### src/rtl/legv8_loader_pkg.sv
// Shared definitions for the LEGv8 program loader: command codes,
// FSM state encoding and default address strides.
package legv8_loader_pkg;

  localparam logic [7:0] CMD_IMEM = 8'h01;
  localparam logic [7:0] CMD_DMEM = 8'h02;
  localparam logic [7:0] CMD_RUN  = 8'h03;

  localparam int IMEM_STRIDE_DEF = 4;
  localparam int DMEM_STRIDE_DEF = 8;

  typedef enum logic [2:0] {
    ST_IDLE    = 3'd0,
    ST_CNT     = 3'd1,
    ST_ADDR    = 3'd2,
    ST_PAYLOAD = 3'd3,
    ST_WRITE   = 3'd4,
    ST_RUN     = 3'd5,
    ST_ERR     = 3'd6
  } state_t;

  function automatic logic is_block_cmd(input logic [7:0] cmd);
    return (cmd == CMD_IMEM) || (cmd == CMD_DMEM);
  endfunction

endpackage

### src/rtl/program_loader_word_assembler.sv
// Little-endian byte-to-word assembler: bytes shift in from the top so the
// first byte received ends up in the least significant position.
module word_assembler #(
  parameter int WIDTH = 32
) (
  input  logic             clock,
  input  logic             reset,
  input  logic             shift_en,
  input  logic [7:0]       byte_in,
  output logic [WIDTH-1:0] word,
  output logic             last
);

  localparam int NBYTES = WIDTH / 8;
  localparam int CW     = $clog2(NBYTES);

  logic [CW-1:0] byte_cnt;

  assign last = shift_en && (byte_cnt == CW'(NBYTES - 1));

  always_ff @(posedge clock) begin
    if (reset) begin
      word     <= '0;
      byte_cnt <= '0;
    end else if (shift_en) begin
      word     <= {byte_in, word[WIDTH-1:8]};
      byte_cnt <= last ? '0 : byte_cnt + CW'(1);
    end
  end

endmodule

### src/rtl/program_loader.sv
// Host byte-stream loader: parses command/count/address headers, assembles
// payload words and writes them into instruction or data memory, then
// releases the CPU from reset on a RUN command.
//
// state   | meaning
// IDLE    | waiting for a command byte
// CNT     | receiving 16-bit word count, LSB first
// ADDR    | receiving 16-bit base byte address, LSB first
// PAYLOAD | assembling the current word
// WRITE   | one-cycle memory write strobe, advance address/count
// RUN     | CPU released, loader idle until reset
// ERR     | illegal command seen, sticky until reset
module program_loader
  import legv8_loader_pkg::*;
#(
  parameter int IMEM_STRIDE = IMEM_STRIDE_DEF,
  parameter int DMEM_STRIDE = DMEM_STRIDE_DEF
) (
  input  logic        clock,
  input  logic        reset,
  input  logic        in_valid,
  input  logic [7:0]  in_data,
  output logic        in_ready,
  output logic        imem_we,
  output logic [63:0] imem_addr,
  output logic [31:0] imem_wdata,
  output logic        dmem_we,
  output logic [63:0] dmem_addr,
  output logic [63:0] dmem_wdata,
  output logic        cpu_reset,
  output logic        error
);

  localparam logic [63:0] I_STEP = 64'(IMEM_STRIDE);
  localparam logic [63:0] D_STEP = 64'(DMEM_STRIDE);

  state_t      state, state_nxt;
  logic        accept;
  logic        is_data;
  logic        hdr_idx;
  logic [15:0] count_q;
  logic [63:0] addr_q;
  logic [31:0] word32;
  logic [63:0] word64;
  logic        last32, last64, last_byte;
  logic        shift32, shift64;

  assign accept    = in_valid & in_ready;
  assign shift32   = accept && (state == ST_PAYLOAD) && !is_data;
  assign shift64   = accept && (state == ST_PAYLOAD) && is_data;
  assign last_byte = is_data ? last64 : last32;

  word_assembler #(.WIDTH(32)) u_asm32 (
    .clock    (clock),
    .reset    (reset),
    .shift_en (shift32),
    .byte_in  (in_data),
    .word     (word32),
    .last     (last32)
  );

  word_assembler #(.WIDTH(64)) u_asm64 (
    .clock    (clock),
    .reset    (reset),
    .shift_en (shift64),
    .byte_in  (in_data),
    .word     (word64),
    .last     (last64)
  );

  always_ff @(posedge clock) begin
    if (reset) state <= ST_IDLE;
    else       state <= state_nxt;
  end

  always_comb begin
    state_nxt = state;
    case (state)
      ST_IDLE: begin
        if (accept) begin
          if (is_block_cmd(in_data))  state_nxt = ST_CNT;
          else if (in_data == CMD_RUN) state_nxt = ST_RUN;
          else                         state_nxt = ST_ERR;
        end
      end
      ST_CNT:     if (accept && hdr_idx) state_nxt = ST_ADDR;
      ST_ADDR:    if (accept && hdr_idx) state_nxt = (count_q == 16'd0) ? ST_IDLE : ST_PAYLOAD;
      ST_PAYLOAD: if (last_byte) state_nxt = ST_WRITE;
      ST_WRITE:   state_nxt = (count_q == 16'd1) ? ST_IDLE : ST_PAYLOAD;
      ST_RUN:     state_nxt = ST_RUN;
      ST_ERR:     state_nxt = ST_ERR;
      default:    state_nxt = ST_ERR;
    endcase
  end

  // Strobes are masked by reset so a write pending in the reset cycle is dropped.
  always_comb begin
    in_ready  = 1'b0;
    imem_we   = 1'b0;
    dmem_we   = 1'b0;
    cpu_reset = 1'b1;
    error     = 1'b0;
    case (state)
      ST_IDLE, ST_CNT, ST_ADDR, ST_PAYLOAD: in_ready = 1'b1;
      ST_WRITE: begin
        imem_we = !is_data && !reset;
        dmem_we = is_data && !reset;
      end
      ST_RUN:  cpu_reset = 1'b0;
      ST_ERR:  error = 1'b1;
      default: ;
    endcase
  end

  always_ff @(posedge clock) begin
    if (reset) begin
      is_data <= 1'b0;
      hdr_idx <= 1'b0;
      count_q <= '0;
      addr_q  <= '0;
    end else begin
      case (state)
        ST_IDLE: if (accept) is_data <= (in_data == CMD_DMEM);
        ST_CNT: begin
          if (accept) begin
            hdr_idx <= ~hdr_idx;
            if (hdr_idx) count_q[15:8] <= in_data;
            else         count_q[7:0]  <= in_data;
          end
        end
        ST_ADDR: begin
          if (accept) begin
            hdr_idx <= ~hdr_idx;
            if (hdr_idx) addr_q      <= {48'd0, in_data, addr_q[7:0]};
            else         addr_q[7:0] <= in_data;
          end
        end
        ST_WRITE: begin
          addr_q  <= addr_q + (is_data ? D_STEP : I_STEP);
          count_q <= count_q - 16'd1;
        end
        default: ;
      endcase
    end
  end

  assign imem_addr  = addr_q;
  assign dmem_addr  = addr_q;
  assign imem_wdata = word32;
  assign dmem_wdata = word64;

endmodule

### config.mk
export PLATFORM = sky130hd
export DESIGN_NAME = program_loader
export DESIGN_NICKNAME = d
export VERILOG_FILES = /design/src/rtl/legv8_loader_pkg.sv /design/src/rtl/program_loader_word_assembler.sv /design/src/rtl/program_loader.sv
export SDC_FILE = /design/constraint.sdc
export NUM_CORES = 1
export LEC_CHECK = 0
export CAP_MARGIN = 20
export CORE_MARGIN = 4
export CORE_UTILIZATION = 50
export DETAILED_ROUTE_END_ITERATION = 8
export DONT_BUFFER_PORTS = 1
export PLACE_DENSITY = 0.71
export SLEW_MARGIN = 20
export SYNTH_ARGS = -nofsm -noshare
export SYNTH_HDL_FRONTEND = slang
export SYNTH_HIERARCHICAL = 1
export SYNTH_SLANG_ARGS = --single-unit
### constraint.sdc
create_clock -name clock -period 3.7 [get_ports clock]
set_input_delay 0.185 -clock clock [delete_from_list [all_inputs] [get_ports clock]]
set_output_delay 0.185 -clock clock [all_outputs]
set_load 0.02 [all_outputs]
==> results.md <==
- Post-route DRC violation count: 0
- Crit path max fanout: 8
- Area leader, netlist: dfxtp_1
- GPL Wtd Cong: between 0.8 and 0.9
- Total track usage: 22.1%
- Area of the mapped netlist: roughly 8900 sq um
- Arr. time, crit path: 3280 ps
- Initial Util: 51.4%
- Syn nets: around 1,000
- Num Clock Sinks: 186
- CP Depth: 5
- Final hold vios: 0
- Critical setup path kind: flop to flop
- Initial DRC Count: 733
- H-tree depth: 4
- # hold bufs at CTS: 11
- Critical path's top delay family: simple AND/OR/NAND/NOR gates
- Slew HR: 32.5%
- Max Fclk: 343 MHz
- Pleak: 2.97 nW
- CP endpoint kind: flop
- Post-Place Cell Area: 8610 sq um
- Worst-Margin Slew: 1010 ps
- Setup tns final: 0 ps
- IO buf count: 0
- Worst path bufs/invs: 0
- Max Cap Violations: 0
- R2r worst-path depth: 5
- PD cells: around 580 nW/um^2
- Layout area overhead: 4.48%
- Root Buffer: clkbuf_16
- Critical Path Source Type: flop
- Synth area leaders: dfxtp_1 42%, mux2i_1 12%, buf_4 6.2%
- Final setup fails: 0
- Nets: 973
- Vias in the first global route: 6,568
- Post-CTS Resized: 0
- Ys Warns: 6
- Sw Pwr: 1.90 mW
- Pwr Total: between 5 and 6 mW
- Pins Over Slew Limit: 0
- 1st-pass router iterations: 5
- Layout Cells excl Fill: 1,191
- Die height: 142 um
- Worst Clk Skew: 15.2 ps
- Peak VDD IR: 0.387 mV
- Share of the synthesized area in the top cell type: 41.8%
- Clock power share: 32.7%
- CP most frequent cell: nand3_1
- Die Area: around 20,000 sq um
- Die W: 142 um
- Worst R2R Setup Slack: 790 ps
- Netlist cell types: 67
- First-pass GRT wire length: roughly 36,000 um
- TritonCTS clock tree: yes
- Worst-path cell chain: nand3_1, nor4_1, nand3_1, or4_1, a21oi_1
- RSZ-0062 raised after global routing: false
- HP Class: primary input to flop
- Crit path required time: ~4100 ps
- Top Ports: 240
- Seq cells post-synth: 186
- TritonCTS Buffers: 17
- Max clock buf depth: 2
- Grt ovf: 0
- Slowest Stage Delay on Critical Path: between 800 and 900 ps
- Initial antenna violation count: 0
- N_diodes: 0
- Final worst-path cycle share: between 70 and 80%
- Cells on Worst Hold Path: 2
- Layout cells sized above 1: 7.04%
- Post-detail-place hpwl: ~15,000 um
- Final instance area: 9310 sq um
- Post-synth EDFFs: 0
- Status: finished clean
- Worst hold slack: 17.9 ps
- Async S/R FF share, synth: 0%
- Core ar.: 17,400 sq um
- Worst-skew pair later-pin latency: 430 ps
- Antenna-violating nets left: 0
- # Post-CTS Setup Buffers: 0
- Largest net degree at the start of global routing: 143
- Slowest CP cell: nor4_1
- Internal power: approximately 3.5 mW
- Clock transition at the registers of the reported paths: 80 ps
- Register area share after synthesis: 41.8%
- Vias: slightly above 7,000
- Fin crit period: 2910 ps
- Sw Ratio: 35.3%
- Reg power frac: 43.9%
- FP Rows: 48
- Vias per inst: a little under 6
- WL/cell: 18.9 um
- Avg Inst Size Synth: between 8 and 9 sq um
- Dpl cells: 1,148
- Comb power frac: 23.3%
- Synth Instances: approximately 1,000
- Top_reg_cell synth: dfxtp_1
- Total wire length: 22,500 um
==> stage by stage <==
step	utilization [%]	setup WS (ps)
after floorplan	-	1180
after global placement	49.6	864
after detailed placement	49.6	795
after CTS	53.7	798
after global routing	53.7	550
final	53.7	787
==> layer usage <==
metal	global-route usage [%]	wire length (um)
met1	27.9	9530
met2	33.3	10000
met3	9.61	2420
met4	8.59	513
met5	0	0
==> cells in the final DEF, fill, tap and decap left out, types with 5 or more instances in the layout <==
master and count:
nor3_1 20, nor4_1 18, o31ai_1 8, or3_1 34
o21ai_0 51, ha_1 8, mux2i_1 108, nand2b_1 9
inv_6 5, nand4b_1 5, xor2_1 10, a21oi_1 62
a211oi_1 7, or4_1 9, nand3_1 32, and3_1 7
a21o_1 5, dfxtp_1 186, o21a_1 5, clkbuf_16 17
nand2_1 53, nor2_1 144, and2_1 9, nand4_1 28
inv_1 19, buf_4 18, dlygate4sd3_1 10
==> registers in the layout (all words and copies together), names as in the netlist <==
name and flops:
dmem_addr 64, u_asm64/word 64, u_asm32/byte_cnt 2, u_asm32/word 32, count_q 16, hdr_idx 1, is_data 1, state 3
u_asm64/byte_cnt 3
==> logic make-up after synthesis <==
logic type	count (synthesis)	share of synthesized area [%]
buf+inv	138	9.25
flops	186	41.8
mux	109	12.3
compound gates	170	11.6
fa+ha+maj	10	1.46
xor+xnor	14	1.38
simple gates	396	22.3
==> path summary, 6_finish.rpt <==
path / startpoint / to
worst min-delay path: in_data[5] / dmem_addr[13]
worst min register to register: u_asm64/byte_cnt[2] / u_asm64/byte_cnt[2]
worst max register to register: dmem_addr[4] / dmem_addr[37]
worst max-delay path: dmem_addr[4] / dmem_addr[37]
==> synth_stat cells, types with 3 or more instances <==
cell / number
dfxtp_1: 186
nor2_1: 144
mux2i_1: 108
buf_4: 74
a21oi_1: 62
nand2_1: 53
o21ai_0: 51
or3_1: 34
clkbuf_1: 32
nand3_1: 32
nand4_1: 28
nor3_1: 22
inv_1: 19
nor4_1: 18
xor2_1: 10
and2_1: 9
nand2b_1: 9
or4_1: 9
buf_2: 8
ha_1: 8
o31ai_1: 8
a211oi_1: 7
and3_1: 7
a21o_1: 5
nand4b_1: 5
o21a_1: 5
a31oi_1: 4
nor3b_1: 4
xnor2_1: 4
and4_1: 3
buf_1: 3
nand3b_1: 3
o211ai_1: 3
o21bai_1: 3
or2_2: 3
==> power groups by stage <==
stage	logic [mW]	registers, mW	clock network, mW
floorplan	1.05	2.33	0
global placement	1.18	2.41	0
finish	1.26	2.37	1.76
detailed placement	1.19	2.41	0
global route	1.39	2.40	1.90
CTS	1.24	2.36	1.81
==> area by class of cell <==
cell class                      count  area, sq um
Clock buffer                       18          439
Inverter                           19         71.3
Fill cell                        1581         8040
Timing Repair Buffer               30          283
Tap cell                          225          282
Multi-Input combinational cell    699         4380
Clock inverter                     14          134
Sequential cell                   186         3720
Power figures use the tool's default switching activity.
